File: src/rtl/hazard_scheduler_pkg.sv
// Shared types and constants for the hazard scheduler and its random source.
package hazard_scheduler_pkg;

  localparam int          NUM_BOXES = 9;
  localparam logic [15:0] LFSR_TAPS = 16'hB400;

  typedef enum logic [2:0] {
    ST_IDLE = 3'd0,
    ST_PICK = 3'd1,
    ST_WARN = 3'd2,
    ST_FIRE = 3'd3,
    ST_GAP  = 3'd4
  } state_t;

  function automatic logic [15:0] lfsr_next(input logic [15:0] cur);
    return (cur >> 1) ^ (cur[0] ? LFSR_TAPS : 16'h0000);
  endfunction

endpackage

File: src/rtl/hazard_scheduler_lfsr16.sv
// 16-bit Galois LFSR; free-running random source shared by random-event blocks.
module lfsr16
  import hazard_scheduler_pkg::*;
#(
  parameter logic [15:0] SEED = 16'hACE1
) (
  input  logic        clk,
  input  logic        rst,
  input  logic        en,
  output logic [15:0] state
);

  // LFSR state register
  always_ff @(posedge clk or posedge rst) begin
    if (rst) begin
      state <= SEED;
    end else if (en) begin
      state <= lfsr_next(state);
    end else begin
      state <= state;
    end
  end

endmodule

File: src/rtl/hazard_scheduler.sv
// Hazard round sequencer: PICK -> WARN -> FIRE -> GAP, repeating while the game is active.
// Optional gold-box spawning is enabled by defining GOLD_SPAWN_EN.
module hazard_scheduler
  import hazard_scheduler_pkg::*;
#(
  parameter logic [15:0] LFSR_SEED  = 16'hACE1,
  parameter int          WARN_TICKS = 4,
  parameter int          FIRE_TICKS = 3,
  parameter int          GAP_TICKS  = 2,
  parameter int          MAX_FIRES  = 4
) (
  input  logic       clk,
  input  logic       rst,
  input  logic       tick,
  input  logic       start,
  input  logic       game_active,
  input  logic [1:0] level,
  output logic [8:0] warning_state,
  output logic [8:0] fire_state,
  output logic [8:0] gold_state,
  output logic       round_done
);

`ifdef GOLD_SPAWN_EN
  localparam logic GOLD_EN = 1'b1;
`else
  localparam logic GOLD_EN = 1'b0;
`endif

  localparam logic [7:0] WARN_LEN = 8'(WARN_TICKS);
  localparam logic [7:0] FIRE_LEN = 8'(FIRE_TICKS);
  localparam logic [7:0] GAP_LEN  = 8'(GAP_TICKS);
  localparam logic [3:0] MAX_F    = 4'(MAX_FIRES);

  state_t      state_r;
  logic [15:0] lfsr_s;
  logic [8:0]  mask_r;
  logic [8:0]  gold_r;
  logic        gold_found_r;
  logic [3:0]  count_r;
  logic [3:0]  target_r;
  logic [7:0]  tick_cnt_r;
  logic [7:0]  warn_len_r;

  logic [3:0]  idx_s;
  logic [8:0]  bit_s;
  logic        cand_ok_s;
  logic [3:0]  target_s;
  logic [7:0]  warn_len_s;
  logic [7:0]  len_s;
  logic        tick_done_s;

  lfsr16 #(.SEED(LFSR_SEED)) u_lfsr (
    .clk   (clk),
    .rst   (rst),
    .en    (1'b1),
    .state (lfsr_s)
  );

  // Candidate selection, level-derived round parameters and phase-end detection
  always_comb begin
    idx_s     = lfsr_s[3:0];
    bit_s     = 9'd1 << idx_s;
    cand_ok_s = (idx_s < 4'd9) && ((mask_r & bit_s) == 9'd0);
    target_s  = {2'b00, level} + 4'd1;
    if (target_s > MAX_F) begin
      target_s = MAX_F;
    end else begin
      target_s = target_s;
    end
    if (WARN_LEN > {6'd0, level}) begin
      warn_len_s = WARN_LEN - {6'd0, level};
    end else begin
      warn_len_s = 8'd1;
    end
    case (state_r)
      ST_WARN: len_s = warn_len_r;
      ST_FIRE: len_s = FIRE_LEN;
      ST_GAP:  len_s = GAP_LEN;
      default: len_s = 8'd1;
    endcase
    tick_done_s = tick && ((tick_cnt_r + 8'd1) == len_s);
  end

  // Round sequencer with registered mask outputs
  always_ff @(posedge clk or posedge rst) begin
    if (rst) begin
      state_r       <= ST_IDLE;
      mask_r        <= 9'd0;
      gold_r        <= 9'd0;
      gold_found_r  <= 1'b0;
      count_r       <= 4'd0;
      target_r      <= 4'd0;
      tick_cnt_r    <= 8'd0;
      warn_len_r    <= 8'd0;
      warning_state <= 9'd0;
      fire_state    <= 9'd0;
      gold_state    <= 9'd0;
      round_done    <= 1'b0;
    end else begin
      round_done <= 1'b0;
      if (!game_active) begin
        state_r       <= ST_IDLE;
        mask_r        <= 9'd0;
        gold_r        <= 9'd0;
        gold_found_r  <= 1'b0;
        count_r       <= 4'd0;
        tick_cnt_r    <= 8'd0;
        warning_state <= 9'd0;
        fire_state    <= 9'd0;
        gold_state    <= 9'd0;
      end else begin
        case (state_r)
          ST_IDLE: begin
            if (start) begin
              state_r      <= ST_PICK;
              mask_r       <= 9'd0;
              gold_r       <= 9'd0;
              gold_found_r <= 1'b0;
              count_r      <= 4'd0;
              target_r     <= target_s;
            end
          end
          ST_PICK: begin
            if (count_r != target_r) begin
              if (cand_ok_s) begin
                mask_r  <= mask_r | bit_s;
                count_r <= count_r + 4'd1;
              end
            end else if (GOLD_EN && !gold_found_r) begin
              // candidate check already excludes boxes in the fire mask
              if (cand_ok_s) begin
                gold_r       <= bit_s;
                gold_found_r <= 1'b1;
              end
            end else begin
              state_r       <= ST_WARN;
              tick_cnt_r    <= 8'd0;
              warn_len_r    <= warn_len_s;
              warning_state <= mask_r;
              fire_state    <= 9'd0;
              gold_state    <= gold_r;
            end
          end
          ST_WARN: begin
            if (tick_done_s) begin
              state_r       <= ST_FIRE;
              tick_cnt_r    <= 8'd0;
              warning_state <= 9'd0;
              fire_state    <= mask_r;
            end else if (tick) begin
              tick_cnt_r <= tick_cnt_r + 8'd1;
            end
          end
          ST_FIRE: begin
            if (tick_done_s) begin
              state_r    <= ST_GAP;
              tick_cnt_r <= 8'd0;
              fire_state <= 9'd0;
              gold_state <= 9'd0;
              round_done <= 1'b1;
            end else if (tick) begin
              tick_cnt_r <= tick_cnt_r + 8'd1;
            end
          end
          ST_GAP: begin
            if (tick_done_s) begin
              state_r      <= ST_PICK;
              tick_cnt_r   <= 8'd0;
              mask_r       <= 9'd0;
              gold_r       <= 9'd0;
              gold_found_r <= 1'b0;
              count_r      <= 4'd0;
              target_r     <= target_s;
            end else if (tick) begin
              tick_cnt_r <= tick_cnt_r + 8'd1;
            end
          end
          default: begin
            state_r <= ST_IDLE;
          end
        endcase
      end
    end
  end

endmodule

File: config.mk
export PLATFORM = sky130hd
export DESIGN_NAME = hazard_scheduler
export DESIGN_NICKNAME = d
export VERILOG_FILES = /design/src/rtl/hazard_scheduler_pkg.sv /design/src/rtl/hazard_scheduler_lfsr16.sv /design/src/rtl/hazard_scheduler.sv
export SDC_FILE = /design/constraint.sdc
export NUM_CORES = 1
export LEC_CHECK = 0
export BUFFER_PORTS_ARGS = -buffer_cell sky130_fd_sc_hd__clkbuf_2
export CORE_MARGIN = 2
export CORE_UTILIZATION = 30
export CTS_CLUSTER_DIAMETER = 40
export DETAILED_ROUTE_END_ITERATION = 16
export GPL_TIMING_DRIVEN = 0
export SYNTH_ARGS = -nofsm -noshare
export SYNTH_HDL_FRONTEND = slang
export SYNTH_SLANG_ARGS = --single-unit
File: constraint.sdc
create_clock -name clk -period 5.5 [get_ports clk]
set_input_delay 1.1 -clock clk [delete_from_list [all_inputs] [get_ports clk]]
set_output_delay 1.1 -clock clk [all_outputs]
set_load 0.05 [all_outputs]
==> flow_metrics.tcl <==
set metrics [dict create \
    status "finished clean" \
    synth-seq-area-share_pct 50.9 \
    grt_pass1_wl_um 11600 \
    drc 0 \
    grt_max_degree 36 \
    dpl_cell_area_um2 3560 \
    cts_tree "yes" \
    cp_data_required_time_ps 5790 \
    die_h_um 108 \
    finalSetupViolCount 0 \
    drive_above_1_share_pct 26.9 \
    criticalPathCategory "flip-flop to flip-flop" \
    h-tree-depth 3 \
    fmax_mhz 356 \
    dp_hpwl_um 4690 \
    relSlewSlack_pct 55.1 \
    worstPathArrival_ps 3100 \
    yosys.area.top_type "dfrtp_1" \
    io_pins 35 \
    rows 37 \
    worst_slew_pin_slew_ps 673 \
    finalSetupTns_ps 0 \
    die_area_um2 11600 \
    synthArstFlopShare_pct 100 \
    synthToLayoutAreaGrowth_pct 17.2 \
    grt_pass1_vias 2278 \
    synth_top_area_share_pct 44.3 \
    synthTopCellsByCount "dfrtp_1 (57), a22o_1 (21), nor2_1 (20)" \
    worstSetupEndpointType "flip-flop" \
    hold_viol 0 \
    fillers 1042 \
    synthTopCellsByArea "dfrtp_1 (44%), dfstp_2 (6.5%), a22o_1 (5.7%)" \
    synth_cells 284 \
    layout.nets 340 \
    cts.clk_slew.worst_paths_ps 80 \
    drt-initial-drc-count 111 \
    cp-start-kind "flip-flop" \
    routedWlPerCell_um 14.5 \
    clock-sinks 65 \
    synth-main-ff-cell "dfrtp_1" \
    netlist_area_um2 3220 \
    viasPerCell 4.96 \
    numCtsBuffers 9 \
    start_util_pct 31.0 \
    chipWidth_um 108 \
    drv_slew 0 \
    overflow 0 \
    ctsHoldBuffers 0 \
    worstPathMaxFanout 9 \
    period_needed_ps 2810 \
    drt_wl_total_um 6830 \
    min_path_type "flip-flop to flip-flop" \
    skew_ps 9.26 \
    yosys.cell_types.count 59 \
    synth_edf_count 0 \
    globalRouteTotalUtil_pct 12.8 \
    synthMostInstantiatedCell "dfrtp_1" \
    num_vias 2330 \
    core_um2 10400 \
    holdWs_ps 359 \
    routabilityCongestion 0.779 \
    placed_cells 454 \
    clock_latency_ps 350 \
    cts_resized 0 \
    power_density_nw_per_um2 339 \
    antenna_cells 0 \
    postCtsSetupRepairBufs 0 \
    max_cap_viol_count 0 \
    stdcell_count 470 \
    rsz0062_at_grt "no" \
    dr.pass1.iters 4 \
    synth-seq-cells 65 \
    fin_crit_sh_pct 51.1 \
    portBuffers 25 \
    fin_area_um2 3770 \
    clockRootBuffer "clkbuf_8" \
    ir_drop_mv 0.134 \
    avgSynthCellArea_um2 11.3 \
    utilization_pct 36.4 \
    clock_path_buffers 2 \
    antenna_found_initial 0 \
    multi_input_area_um2 1460 \
    ant_nets 0 \
    power_leakage_uw 0.00177 \
    regArea_um2 1640 \
    synthesis.yosys.warnings 0 \
]
-- report_power, final --
part / internal, uW / switching [uW]
Clock: 218 / 215
Sequential: 510 / 30.1
Combinational: 111 / 194
Total: 839 / 439
-- layout make-up --
type / count / share of cell area (%)
Sequential cell: 65 / 43.4
Multi-Input combinational cell: 200 / 38.8
Tap cell: 136 / 4.51
Timing Repair Buffer: 26 / 3.85
Buffer: 22 / 3.45
Clock buffer: 9 / 3.28
Clock inverter: 7 / 2.26
Inverter: 5 / 0.498
-- per-stage QoR --
step / setup slack (ps) / total power [uW]
after CTS: 2700 / 1290
after floorplan: 2790 / 784
final: 2690 / 1280
after global routing: 2450 / 1340
after detailed placement: 2620 / 852
after global placement: 2000 / 847
-- layer usage --
layer	share of wire (%)	vias up	wire, um	track usage (%)
met3	4.2	8	286	3.09
li1	-	1119	-	-
met1	48	1152	3280	17.6
met5	0	-	0	0
met2	46	51	3170	19.5
met4	1.4	0	94	4.95
-- layout by cell type (no fill, tap or decap), types with 7 or more instances in the layout --
cell,netlist,routed
clkbuf_8,0,9
nand2_1,16,16
a22o_1,21,21
o21ai_0,12,12
buf_4,9,9
dfstp_2,8,8
mux2_2,7,7
nor2_1,20,20
clkbuf_2,0,25
nand3_1,8,8
conb_1,1,9
xor2_1,8,8
o2bb2ai_1,8,8
dfrtp_1,57,57
a21oi_1,9,9
-- state kept, by name, summed over array words and instances, names as in the netlist --
name,flops
round_done,1
warning_state,9
state_r,3
fire_state,9
mask_r,9
count_r,4
tick_cnt_r,8
warn_len_r,3
target_r,3
u_lfsr.state,16
-- path summary, 6_finish.rpt --
path                       cells past startpoint       startpoint  slack [ps]               end
min in group asynchronous                      2              rst         830        count_r[0]
max                                            8    tick_cnt_r[0]        2690     fire_state[8]
min                                            0  u_lfsr.state[7]         360   u_lfsr.state[6]
max in group asynchronous                      3              rst        4040  warning_state[7]
min reg2reg                                    0  u_lfsr.state[7]         360   u_lfsr.state[6]
max reg2reg                                    8    tick_cnt_r[0]        2690     fire_state[8]
-- cell families (layout without fill, tap and decap cells) --
group | Yosys count | count (layout) | share of synthesized area, %
muxes | 10 | 10 | 3.77
and+or+nand+nor | 88 | 88 | 15.8
adders and majority gates | 4 | 4 | 1.56
buffers and inverters | 27 | 69 | 4.63
xor gates and xnor gates | 10 | 10 | 2.72
other | 1 | 9 | 0.117
DFF | 65 | 65 | 50.9
AOI/OAI and AO/OA | 79 | 79 | 20.5
-- worst max-delay path: stages, from the launching register on --
cell and delay [ps]:
dfrtp_1 460, ha_1 360, nand3_4 150, a2111oi_4 400, a31oi_1 170, o21ai_4 250
nand2_1 150, nor3_2 570, a22o_1 230
No activity file was read; power rests on OpenSTA's default activity.
